**src/rtl/counter_pkg.sv**
```systemverilog
// Shared types and constants for the loadable up-counter.
// Controller states and the two step sizes the counter can advance by.
package counter_pkg;

  typedef enum logic {
    RUN    = 1'b0,
    HALTED = 1'b1
  } ctr_state_e;

  localparam int STEP_ONE  = 1;
  localparam int STEP_SKIP = 2;

endpackage

```
**src/rtl/load_counter.sv**
```systemverilog
// Loadable up-counter with +1/+2 stepping, terminal-count flag and a
// RUN/HALTED controller that freezes the count until resumed.
module load_counter
  import counter_pkg::*;
#(
  parameter int WIDTH = 8
) (
  input  logic             clk,
  input  logic             rst,
  input  logic [WIDTH-1:0] data,
  input  logic             load,
  input  logic             enable,
  input  logic             skip,
  input  logic             halt,
  input  logic             resume,
  output logic [WIDTH-1:0] count,
  output logic             tc,
  output logic             running
);

  localparam logic [WIDTH-1:0] STEP_ONE_W  = WIDTH'(STEP_ONE);
  localparam logic [WIDTH-1:0] STEP_SKIP_W = WIDTH'(STEP_SKIP);

  ctr_state_e       state_reg;
  logic [WIDTH-1:0] count_reg;
  logic             running_reg;

  // halt outranks load/enable; resume alone only changes state, so the
  // count is untouched for the whole time spent in HALTED.
  always_ff @(posedge clk) begin
    if (rst) begin
      state_reg   <= RUN;
      count_reg   <= '0;
      running_reg <= 1'b1;
    end else begin
      case (state_reg)
        RUN: begin
          if (halt) begin
            state_reg   <= HALTED;
            running_reg <= 1'b0;
          end else if (load) begin
            count_reg <= data;
          end else if (enable) begin
            count_reg <= count_reg + (skip ? STEP_SKIP_W : STEP_ONE_W);
          end
        end
        HALTED: begin
          if (resume && !halt) begin
            state_reg   <= RUN;
            running_reg <= 1'b1;
          end
        end
        default: begin
          state_reg   <= RUN;
          running_reg <= 1'b1;
        end
      endcase
    end
  end

  assign count   = count_reg;
  assign tc      = &count_reg;
  assign running = running_reg;

endmodule
```
**config.mk**
```make
export PLATFORM = sky130hd
export DESIGN_NAME = load_counter
export DESIGN_NICKNAME = d
export VERILOG_FILES = /design/src/rtl/counter_pkg.sv /design/src/rtl/load_counter.sv
export SDC_FILE = /design/constraint.sdc
export NUM_CORES = 1
export LEC_CHECK = 0
export ABC_CLOCK_PERIOD_IN_PS = 3580
export BUFFER_PORTS_ARGS = -buffer_cell sky130_fd_sc_hd__buf_2
export CELL_PAD_IN_SITES_DETAIL_PLACEMENT = 1
export CELL_PAD_IN_SITES_GLOBAL_PLACEMENT = 2
export CORE_MARGIN = 2
export CORE_UTILIZATION = 27
export CTS_CLUSTER_SIZE = 14
export DETAILED_ROUTE_END_ITERATION = 7
export PLACE_DENSITY_LB_ADDON = 0.1
export REMOVE_ABC_BUFFERS = 1
export SETUP_SLACK_MARGIN = 0.4
export SYNTH_ARGS = -nofsm -noshare
export SYNTH_HDL_FRONTEND = slang
export SYNTH_SLANG_ARGS = --single-unit
```
**constraint.sdc**
```tcl
create_clock -name clk -period 3.58 [get_ports clk]
set_input_delay 0.716 -clock clk [delete_from_list [all_inputs] [get_ports clk]]
set_output_delay 0.716 -clock clk [all_outputs]
set_load 0.005 [all_outputs]
```
## Word-level counts from Yosys, hierarchy flattened

Index checks and enable logic that the tools add are counted.

- Bits in registers: 10
- Input bits: 15

- $add $sub $neg: 1
- Eq/ne operators: 2
- Mux-type cells: 9
- Bitwise gates (word level): 2
- Reduce and logical (&&, ||, !) cells: 6

Operator list:

| kind | number |
|---|---|
| 2-to-1 mux 8 bit | 2 |
| adder 8 x 2 -> 8 bit | 1 |
| AND reduction 8 bit | 1 |
| 2-to-1 mux 1 bit | 4 |
| one-hot mux 1 bit (2 select lines) | 2 |
| AND reduction 3 bit | 1 |
| 2-to-1 mux 2 bit | 1 |
| != test 2 x 1 -> 1 bit, second input constant | 1 |
| != test 2 bit, second input constant | 1 |
| inverter 1 bit | 2 |
| AND reduction 2 bit | 1 |
| nonzero test 2 bit | 1 |
| logical AND 1 bit | 1 |
| zero test 1 bit | 1 |

## Longest topological paths before layout

Gate-level depths: netlist of the first run.

- Depth after elaboration: 4
- Mapped depth: 8

## Worst setup path before layout of the first run

No wires, ideal clock.

- Path type: input to register
- From: in skip
- To: reg count_reg[6] (netlist: count[6])
- Arrival time: 2036 ps
- Setup slack: 1459 ps
- Stages on the path: 8
- Buffers on the path: 0
- Path through: inv_1 > ha_1 > inv_1 > fa_1 > and2b_1 > a41o_2 > a21oi_1 > a211oi_1

- Cells in the longest elaborated chain, start to end: 4

Ends and longest elaborated chain:

| item | RTL line | RTL |
|---|---|---|
| start, declared | load_counter.sv:13 | `input logic skip,` |
| 2-to-1 mux 2 bit | load_counter.sv:44 | `count_reg <= count_reg + (skip ? STEP_SKIP_W : STEP_ONE_W);` |
| adder 8 x 2 -> 8 bit | load_counter.sv:44 |  |
| 2-to-1 mux 8 bit | load_counter.sv:43 | `end else if (enable) begin` |
| 2-to-1 mux 8 bit | load_counter.sv:41 | `end else if (load) begin` |
| end signal, assigned | load_counter.sv:42 | `count_reg <= data;` |
| end signal, assigned | load_counter.sv:44 |  |
| end, declared | load_counter.sv:25 | `logic [WIDTH-1:0] count_reg;` |

No other way between the ends. The select of a mux whose other input is x is not followed.
A chain may end at the register's enable or synchronous reset.

## Worst setup path after layout of the first run

- From: reg count_reg[3] (netlist: count[3])
- To: out tc

- Cells in the longest elaborated chain, start to end: 1

Ends and longest elaborated chain:

| item | RTL line | RTL |
|---|---|---|
| AND reduction 8 bit | load_counter.sv:62 | `assign tc = &count_reg;` |
| end, declared | load_counter.sv:17 | `output logic tc,` |

No other way between the ends.

==> results of run 1 <==
worst min-delay path by stage:
stage | from | endpoint | depth (start not counted)
global route | running$_SDFFE_PP1P_ | running$_SDFFE_PP1P_ | 2
detailed placement | running$_SDFFE_PP1P_ | running$_SDFFE_PP1P_ | 2
floorplan | running$_SDFFE_PP1P_ | running$_SDFFE_PP1P_ | 2
global placement | running$_SDFFE_PP1P_ | running$_SDFFE_PP1P_ | 2
CTS | running$_SDFFE_PP1P_ | running$_SDFFE_PP1P_ | 2
finish | running$_SDFFE_PP1P_ | running$_SDFFE_PP1P_ | 2
area by class of cell:
cell class / instances / area, um2 / area share
multi-input combinational: 56 / 397 / 0.491
sequential: 10 / 200 / 0.248
timing repair buffer: 24 / 120 / 0.149
clock buffer: 4 / 36.3 / 0.0450
tap: 28 / 35.0 / 0.0434
inverter: 5 / 18.8 / 0.0233
worst max-delay path, stage by stage (launching register included):
cell	delay [ns]
dfxtp_1	0.49
and4_4	0.29
and3_4	0.19
and3_2	0.17
buf_2	0.10
layer usage:
metal,wire length [um],vias to the layer above,track usage
met4,11,0,0.0256
met1,745,289,0.170
met2,733,18,0.204
met3,108,2,0.0657
met5,0,-,0
li1,-,324,-
report_power, final:
part	total (uW)	switching [uW]	internal, uW
clock	105	42.7	61.9
combinational	51.8	27.1	24.7
sequential	125	7.27	118
total	282	77.1	205
cell usage after synthesis, types with 2 or more instances:
cell | n | area [um2]
mux2i_1 | 2 | 20.0
a211oi_1 | 5 | 37.5
o21ai_0 | 4 | 20.0
o21a_1 | 2 | 15.0
nor2_1 | 7 | 26.3
nand4_1 | 2 | 12.5
inv_1 | 5 | 18.8
buf_2 | 2 | 10.0
nand2b_1 | 2 | 12.5
dfxtp_1 | 10 | 200
a21oi_1 | 6 | 30.0
ha_1 | 2 | 25.0
nand2_1 | 4 | 15.0
metrics by stage:
stage	hold WS, ns	cells	worst slack, ns	utilization	total power [uW]
floorplan	0.453	71	1.45	-	155
global placement	0.447	123	1.25	0.348	181
detailed placement	0.454	123	1.20	0.348	181
CTS	0.465	127	1.36	0.365	287
global route	0.484	127	1.25	0.365	301
finish	0.458	127	1.37	0.365	282
kinds of logic (layout without fill, tap and decap cells):
group                      Yosys count  after routing  synth area share
muxes                                2              2            0.0314
AOI/OAI and AO/OA                   29             29             0.326
adders and majority gates            3              3            0.0707
DFF                                 10             10             0.314
and+or+nand+nor                     22             22             0.195
buffers and inverters                9             33            0.0629
==> flow_summary.toml, run 1 <==
[outcome]
status = "finished, final reports clean"

[finish]
final_cell_mix = "24 x buf_2, 10 x dfxtp_1, 7 x nor2_1"
fillCellCount = 286
drive_gt1_frac = 0.354
antenna_cells = 0
largest_reg_flops = 8
layout_commonest_cell = "buf_2"
fin_area_um2 = 807
area_growth_pct = 26.7
fin_nets = 118

[critical_path]
required_ns = 2.86
crit_start = "count[3]$_SDFFE_PP0P_"
crit_path_start_kind = "flip-flop"
timing.rr.end = "count[6]$_SDFFE_PP0P_"
endpoint = "tc"
r2r_slack_ns = 1.75
endpoint_kind = "primary output"
cp.arrival_ns = 1.50
r2r-start = "count[0]$_SDFFE_PP0P_"
crit_path_max_fanout = 9
worstSetupPathType = "reg -> out"
reg2reg_depth = 7

[pwr]
p_leak_uw = 0.000372
power_density_nw_per_um2 = 349
peakVddDrop_v = 0.000157

[drt]
drc_errors = 0
wl_mm = 1.60
via_per_inst = 4.98
dr.pass1.iters = 4
ant_nets = 0
wl_per_cell_um = 12.6
dr_total_vias = 633
dr.first_iter.drc_count = 8

[clock_network]
cts_resized = 0
cts_hold_buf = 0
cts_buffers = 3
clk_pin_slew_ns = 0.07
clockBufferDepth = 2
postCtsSetupBuffers = 0
root_buffer = "clkbuf_4"
cts.sinks = 10
htree_num_levels = 1
insertion_delay_ns = 0.27
cts_tree = "built"

[yosys]
synthFlopType = "dfxtp_1"
avgSynthCellArea_um2 = 8.49
async_reset_ff_frac = 0
yosys_warnings = 0
ys_types = 35
synth_edf_count = 0
ys_seq_elements = 10
synth_area_um2 = 637
ys_seq_area_frac = 0.314
syn_inst = 75

[placed_design]
gp_congestion = 0.712
io_buffers = 24
post_dp_cell_area_um2 = 771
hpwl_mm = 1.21

[global_routing]
antenna_found_initial = 0
overflow = 0
grt_use_total = 0.134
grt_pass1_wl_mm = 2.69
grt_max_degree = 20
grt_pass1_vias = 598

[sta]
finalSetupTns_ns = 0
slew_violations = 0
period_share = 0.618
slew_headroom = 0.708
tightest_slew_ns = 0.434
finalSetupViolations = 0
rsz0062_at_grt = "false"
fmax_mhz = 452
final_hold_viol_count = 0
finalCriticalPeriod_ns = 2.21
clock_skew_ns = 0.00239

[die]
die-height_um = 52.6
pin_count = 25
num_rows = 17
core-area_um2 = 2210
die_w_um = 52.6
dieArea_um2 = 2760
start_util = 0.288

[min_path]
hold_class = "reg -> reg"

[job]
cap_viol_max_count = 0
(Power assumes the default switching activity.)
==> run 2, diff against run 1 <==
- ABC_AREA: unset -> 1
- ABC_CLOCK_PERIOD_IN_PS: 3580 -> 1900
- CORE_UTILIZATION: 27 -> 21
- clock period: 3.58 -> 1.9 ns (I/O delays scaled with it)
==> run 2 against run 1 <==
Worst hold slack lost 0.15 ns. Final cell count grew 17%. Die area grew 23%. Sequential cell count is the same. Global-route usage shrank 0.10 points. Clock-buffer cell count shrank 1. Critical path type is now reg -> reg. Largest cell class unchanged.
==> flow_summary.toml, run 2 <==
[sta]
slew_violations = 0
fmax_mhz = 641
clock_skew_ns = 0.00378
final_hold_viol_count = 0
finalSetupTns_ns = 0
rsz0062_at_grt = "true"
setup_ws_ns = 0.341
slew_headroom = 0.663
finalCriticalPeriod_ns = 1.56
period_share = 0.821
finalSetupViolations = 0
tightest_slew_ns = 0.504

[pwr]
peakVddDrop_v = 0.000416
p_total_uw = 511
power_density_nw_per_um2 = 580
p_leak_uw = 0.000397

[outcome]
status = "finished, final reports clean"

[min_path]
hold_class = "in -> reg"

[finish]
largest_reg_flops = 8
drive_gt1_frac = 0.449
final_cell_mix = "24 x buf_2, 13 x nand2_1, 9 x inv_1"
fin_nets = 138
area_growth_pct = 41.7
final_cells = 149
layout_commonest_cell = "buf_2"
antenna_cells = 0

[critical_path]
crit_path_max_fanout = 3
endpoint = "count[6]$_SDFFE_PP0P_"
timing.rr.end = "count[6]$_SDFFE_PP0P_"
crit_start = "count[0]$_SDFFE_PP0P_"
required_ns = 2.06
endpoint_kind = "flip-flop"
crit_path_start_kind = "flip-flop"
cp.arrival_ns = 1.72
worstSetupPathType = "reg -> reg"
r2r_slack_ns = 0.34
reg2reg_depth = 8
r2r-start = "count[0]$_SDFFE_PP0P_"

[die]
die-height_um = 58.4
core-area_um2 = 2780
die_w_um = 58.4
dieArea_um2 = 3410
pin_count = 25
start_util = 0.224
num_rows = 19

[yosys]
yosys_warnings = 0
ys_seq_area_frac = 0.322
avgSynthCellArea_um2 = 7.07
syn_inst = 88
async_reset_ff_frac = 0
synthFlopType = "dfxtp_1"
synth_edf_count = 0
synth.area.top_cells = "dfxtp_1 32%, nand2_1 9.1%, o21ai_0 8.0%, a21oi_1 7.2%, nand3_1 6.4%"
ys_seq_elements = 10
ys_types = 23
post-synth-top-count-cell = "nand2_1"
yosys-top-cells-count = "15 x nand2_1, 10 x dfxtp_1, 10 x inv_1, 10 x o21ai_0, 9 x a21oi_1"
synth_top_area_share = 0.322
synth_area_um2 = 622
yosysTopAreaCell = "dfxtp_1"

[global_routing]
overflow = 0
grt_max_degree = 14
grt_pass1_vias = 699
antenna_found_initial = 0
grt_use_total = 0.133
grt_pass1_wl_mm = 3.33

[clock_network]
htree_num_levels = 1
clk_pin_slew_ns = 0.07
clockBufferDepth = 2
cts_buffers = 3
cts_hold_buf = 0
cts_tree = "built"
insertion_delay_ns = 0.26
cts.sinks = 10
root_buffer = "clkbuf_4"

[job]
cap_viol_max_count = 0

[drt]
wl_mm = 1.94
ant_nets = 0
dr.pass1.iters = 4
dr_total_vias = 692
wl_per_cell_um = 13.0
dr.first_iter.drc_count = 16
drc_errors = 0
via_per_inst = 4.64

[placed_design]
gp_congestion = 0.743
io_buffers = 24
place_inst = 143
hpwl_mm = 1.47
pre_cts_ws_ns = -0.0380
## run 2: cell count changes in the layout (fill, tap and decap cells not counted), moves of 3 or more
cell	before	now
nand2_1	4	13
o21ai_0	4	7
inv_1	5	9
dfxtp_1	10	6
dfxtp_2	0	4
a211oi_1	5	1
buf_4	0	3
nand3_1	0	6
## run 2: cells by family after synthesis
family / share of synthesized area
compound gates: 0.252
fa+ha+maj: 0.0724
buf+inv: 0.113
flops: 0.322
simple gates: 0.241
## run 2: area by class of cell
cell class,count,area (um2)
Clock buffer,3,22.5
Sequential cell,10,205
Inverter,12,47.5
Multi-Input combinational cell,64,402
Fill cell,363,1900
Tap cell,31,38.8
Timing Repair Buffer,29,165
## run 2: report_power, final
part / leakage (uW) / total (uW) / internal, uW / switching [uW]
clock network: 0.0000138 / 147 / 73.2 / 73.9
logic: 0.000299 / 124 / 56.4 / 67.2
registers: 0.0000838 / 240 / 226 / 14.1
## run 2: stage by stage
stage               cell area, um2   util  hold slack, ns
floorplan                      599      -           0.449
global placement               773  0.278           0.466
detailed placement             773  0.278           0.477
CTS                            837  0.301           0.298
global route                   881  0.317           0.297
finish                         881  0.317           0.306
## run 2: worst min path at each step
stage | from | endpoint | slack, ns | cells past startpoint
finish | resume | state_reg$_SDFF_PP0_ | 0.31 | 2
global route | resume | state_reg$_SDFF_PP0_ | 0.30 | 2
CTS | resume | state_reg$_SDFF_PP0_ | 0.30 | 2
detailed placement | running$_SDFFE_PP1P_ | running$_SDFFE_PP1P_ | 0.48 | 2
global placement | running$_SDFFE_PP1P_ | running$_SDFFE_PP1P_ | 0.47 | 2
floorplan | rst | count[7]$_SDFFE_PP0P_ | 0.45 | 1
## run 2: repair_timing
| item | in CTS | in global routing |
|---|---|---|
| endpoints found under the setup margin | 4 | 7 |
| pin swaps | 2 | 9 |
| gates resized for setup | 13 | 9 |
| setup buffers | 1 | 2 |
## run 2: routing by layer
metal  share of wire  GRT usage  vias to the layer above
met5               0          0                        -
met4          0.0088     0.0199                        0
met3           0.048     0.0462                        2
met2            0.48      0.215                       17
met1            0.47      0.174                      315
li1                -          -                      358
## run 2: critical path, cell delays in order, from the launching register on
cell	delay [ns]
dfxtp_2	0.35
ha_4	0.14
inv_2	0.03
fa_2	0.36
nor2_4	0.15
buf_6	0.12
nand3_2	0.07
a21oi_1	0.16
nor2_1	0.05
==> run 3, diff against run 2 <==
- ABC_CLOCK_PERIOD_IN_PS: 1900 -> 1400
- clock period: 1.9 -> 1.4 ns (I/O delays scaled with it)
==> run 3 against run 2 <==
The run now ends with setup timing left. Non-clock buffer count grew 17. Clock power is 52% higher. Highest routed layer unchanged. First-iteration DRC count down 69%. Total power rose by 55%. Sequential power increased by 36%. Combinational power increased by 95%. Critical path type unchanged. Critical path depth stayed put.
==> flow_summary.toml, run 3 (synthesis results as in run 2) <==
[finish]
layout_commonest_cell = "buf_2"
largest_reg_flops = 8
area_growth_pct = 71.2
fin_util = 0.383
final_cells = 166
fin_nets = 155
final_cell_mix = "20 x buf_2, 18 x buf_4, 12 x nand2_1"
fin_area_um2 = 1060
antenna_cells = 0
drive_gt1_frac = 0.578

[sta]
clock_skew_ns = 0.00127
finalCriticalPeriod_ns = 1.52
finalSetupTns_ns = -0.446
tightest_slew_ns = 0.341
final_hold_viol_count = 0
setup_ws_ns = -0.116
slew_violations = 0
rsz0062_at_grt = "true"
finalSetupViolations = 6
slew_headroom = 0.772
period_share = 1.08
fmax_mhz = 660

[clock_network]
cts.sinks = 10
cts_tree = "built"
insertion_delay_ns = 0.28
clk_pin_slew_ns = 0.08
clockBufferDepth = 2
cts_buffers = 3
root_buffer = "clkbuf_4"
cts_hold_buf = 0
htree_num_levels = 1

[placed_design]
io_buffers = 24
post_dp_cell_area_um2 = 833
gp_congestion = 0.748
pre_cts_ws_ns = -0.473
hpwl_mm = 1.64
place_inst = 151

[drt]
ant_nets = 0
met2_length_mm = 1.07
via_per_inst = 4.60
met3_wirelength_um = 83
dr_total_vias = 763
wl_mm = 2.28
drc_errors = 0
dr.pass1.iters = 2
wl_met1_mm = 1.09
wl_per_cell_um = 13.7
dr.first_iter.drc_count = 5
topRoutingLayerUsed = "met4"

[outcome]
violations = "setup timing"
status = "complete, but fails checks"

[critical_path]
r2r_slack_ns = -0.12
worst_path_most_repeated_cell = "a21oi_1"
crit_path_start_kind = "flip-flop"
r2r-start = "count[0]$_SDFFE_PP0P_"
cp.arrival_ns = 1.72
path_cells = "ha_4, inv_2, fa_2, nor2_4, nand2_1, a21oi_1, o21ai_1, a21oi_1"
endpoint_kind = "flip-flop"
crit_slowest_cell = "dfxtp_2"
reg2reg_depth = 8
worstSetupPathType = "reg -> reg"
crit_family = "adder cells"
required_ns = 1.60
critPathBufInv = 1
crit_path_max_fanout = 4
max_stage_delay_ns = 0.36
timing.rr.end = "count[4]$_SDFFE_PP0P_"

[die]
pin_count = 25
num_rows = 19
dieArea_um2 = 3410
die_w_um = 58.4
die-height_um = 58.4
start_util = 0.224
core-area_um2 = 2780

[global_routing]
antenna_found_initial = 0
overflow = 0
grt_use_total = 0.146
grt_max_degree = 12
grt_pass1_vias = 759
grt_pass1_wl_mm = 3.71

[min_path]
hold_depth = 2
min_to = "state_reg$_SDFF_PP0_"
worst_hold_startpoint = "resume"
hold_class = "in -> reg"

[pwr]
p_leak_uw = 0.000479
peakVddDrop_v = 0.000351
power_density_nw_per_um2 = 744

[job]
cap_viol_max_count = 0
-- run 3: timing repair --
item,4_1_cts,5_1_grt
gates resized for setup,22,15
pin swaps,7,5
setup buffers,5,7
gates cloned,0,0
endpoints found under the setup margin,17,18
-- run 3: cell type report --
type	count	area (um2)
clock buffer	3	22.5
fill	351	1720
inverter	12	47.5
multi-input combinational	64	415
sequential	10	215
tap	31	38.8
timing repair buffer	46	325
-- run 3: layer usage --
layer,global-route usage,vias to the layer above
met5,0,-
met4,0.0498,0
met3,0.0264,5
met2,0.236,18
met1,0.194,349
li1,-,391
-- run 3: how the worst max path moves through the flow --
stage                            end                   from  depth (start not counted)
2_1_floorplan  count[2]$_SDFFE_PP0P_  count[0]$_SDFFE_PP0P_                          8
3_3_place_gp   count[2]$_SDFFE_PP0P_                   skip                         10
3_5_place_dp   count[2]$_SDFFE_PP0P_                   skip                         10
4_1_cts        count[2]$_SDFFE_PP0P_  count[0]$_SDFFE_PP0P_                          8
5_1_grt        count[6]$_SDFFE_PP0P_  count[0]$_SDFFE_PP0P_                          8
6_report       count[4]$_SDFFE_PP0P_  count[0]$_SDFFE_PP0P_                          8
-- run 3: where the power goes --
part	switching (uW)	total (uW)	internal [uW]
combinational	111	242	131
clock	123	223	99.8
sequential	19.3	327	308
-- run 3: worst register-to-register path, delay by kind of cell, from the launching register on --
kind / cells / cell delay, ns
AOI/OAI and AO/OA: 3 / 0.36
adders and majority gates: 2 / 0.50
buffers and inverters: 1 / 0.04
DFF: 1 / 0.36
and+or+nand+nor: 2 / 0.19
-- run 3: through the flow --
stage | power, uW | hold slack (ns)
5_1_grt | 842 | 0.181
6_report | 792 | 0.189
3_3_place_gp | 494 | 0.467
3_5_place_dp | 499 | 0.490
4_1_cts | 754 | 0.194
2_1_floorplan | 404 | 0.349
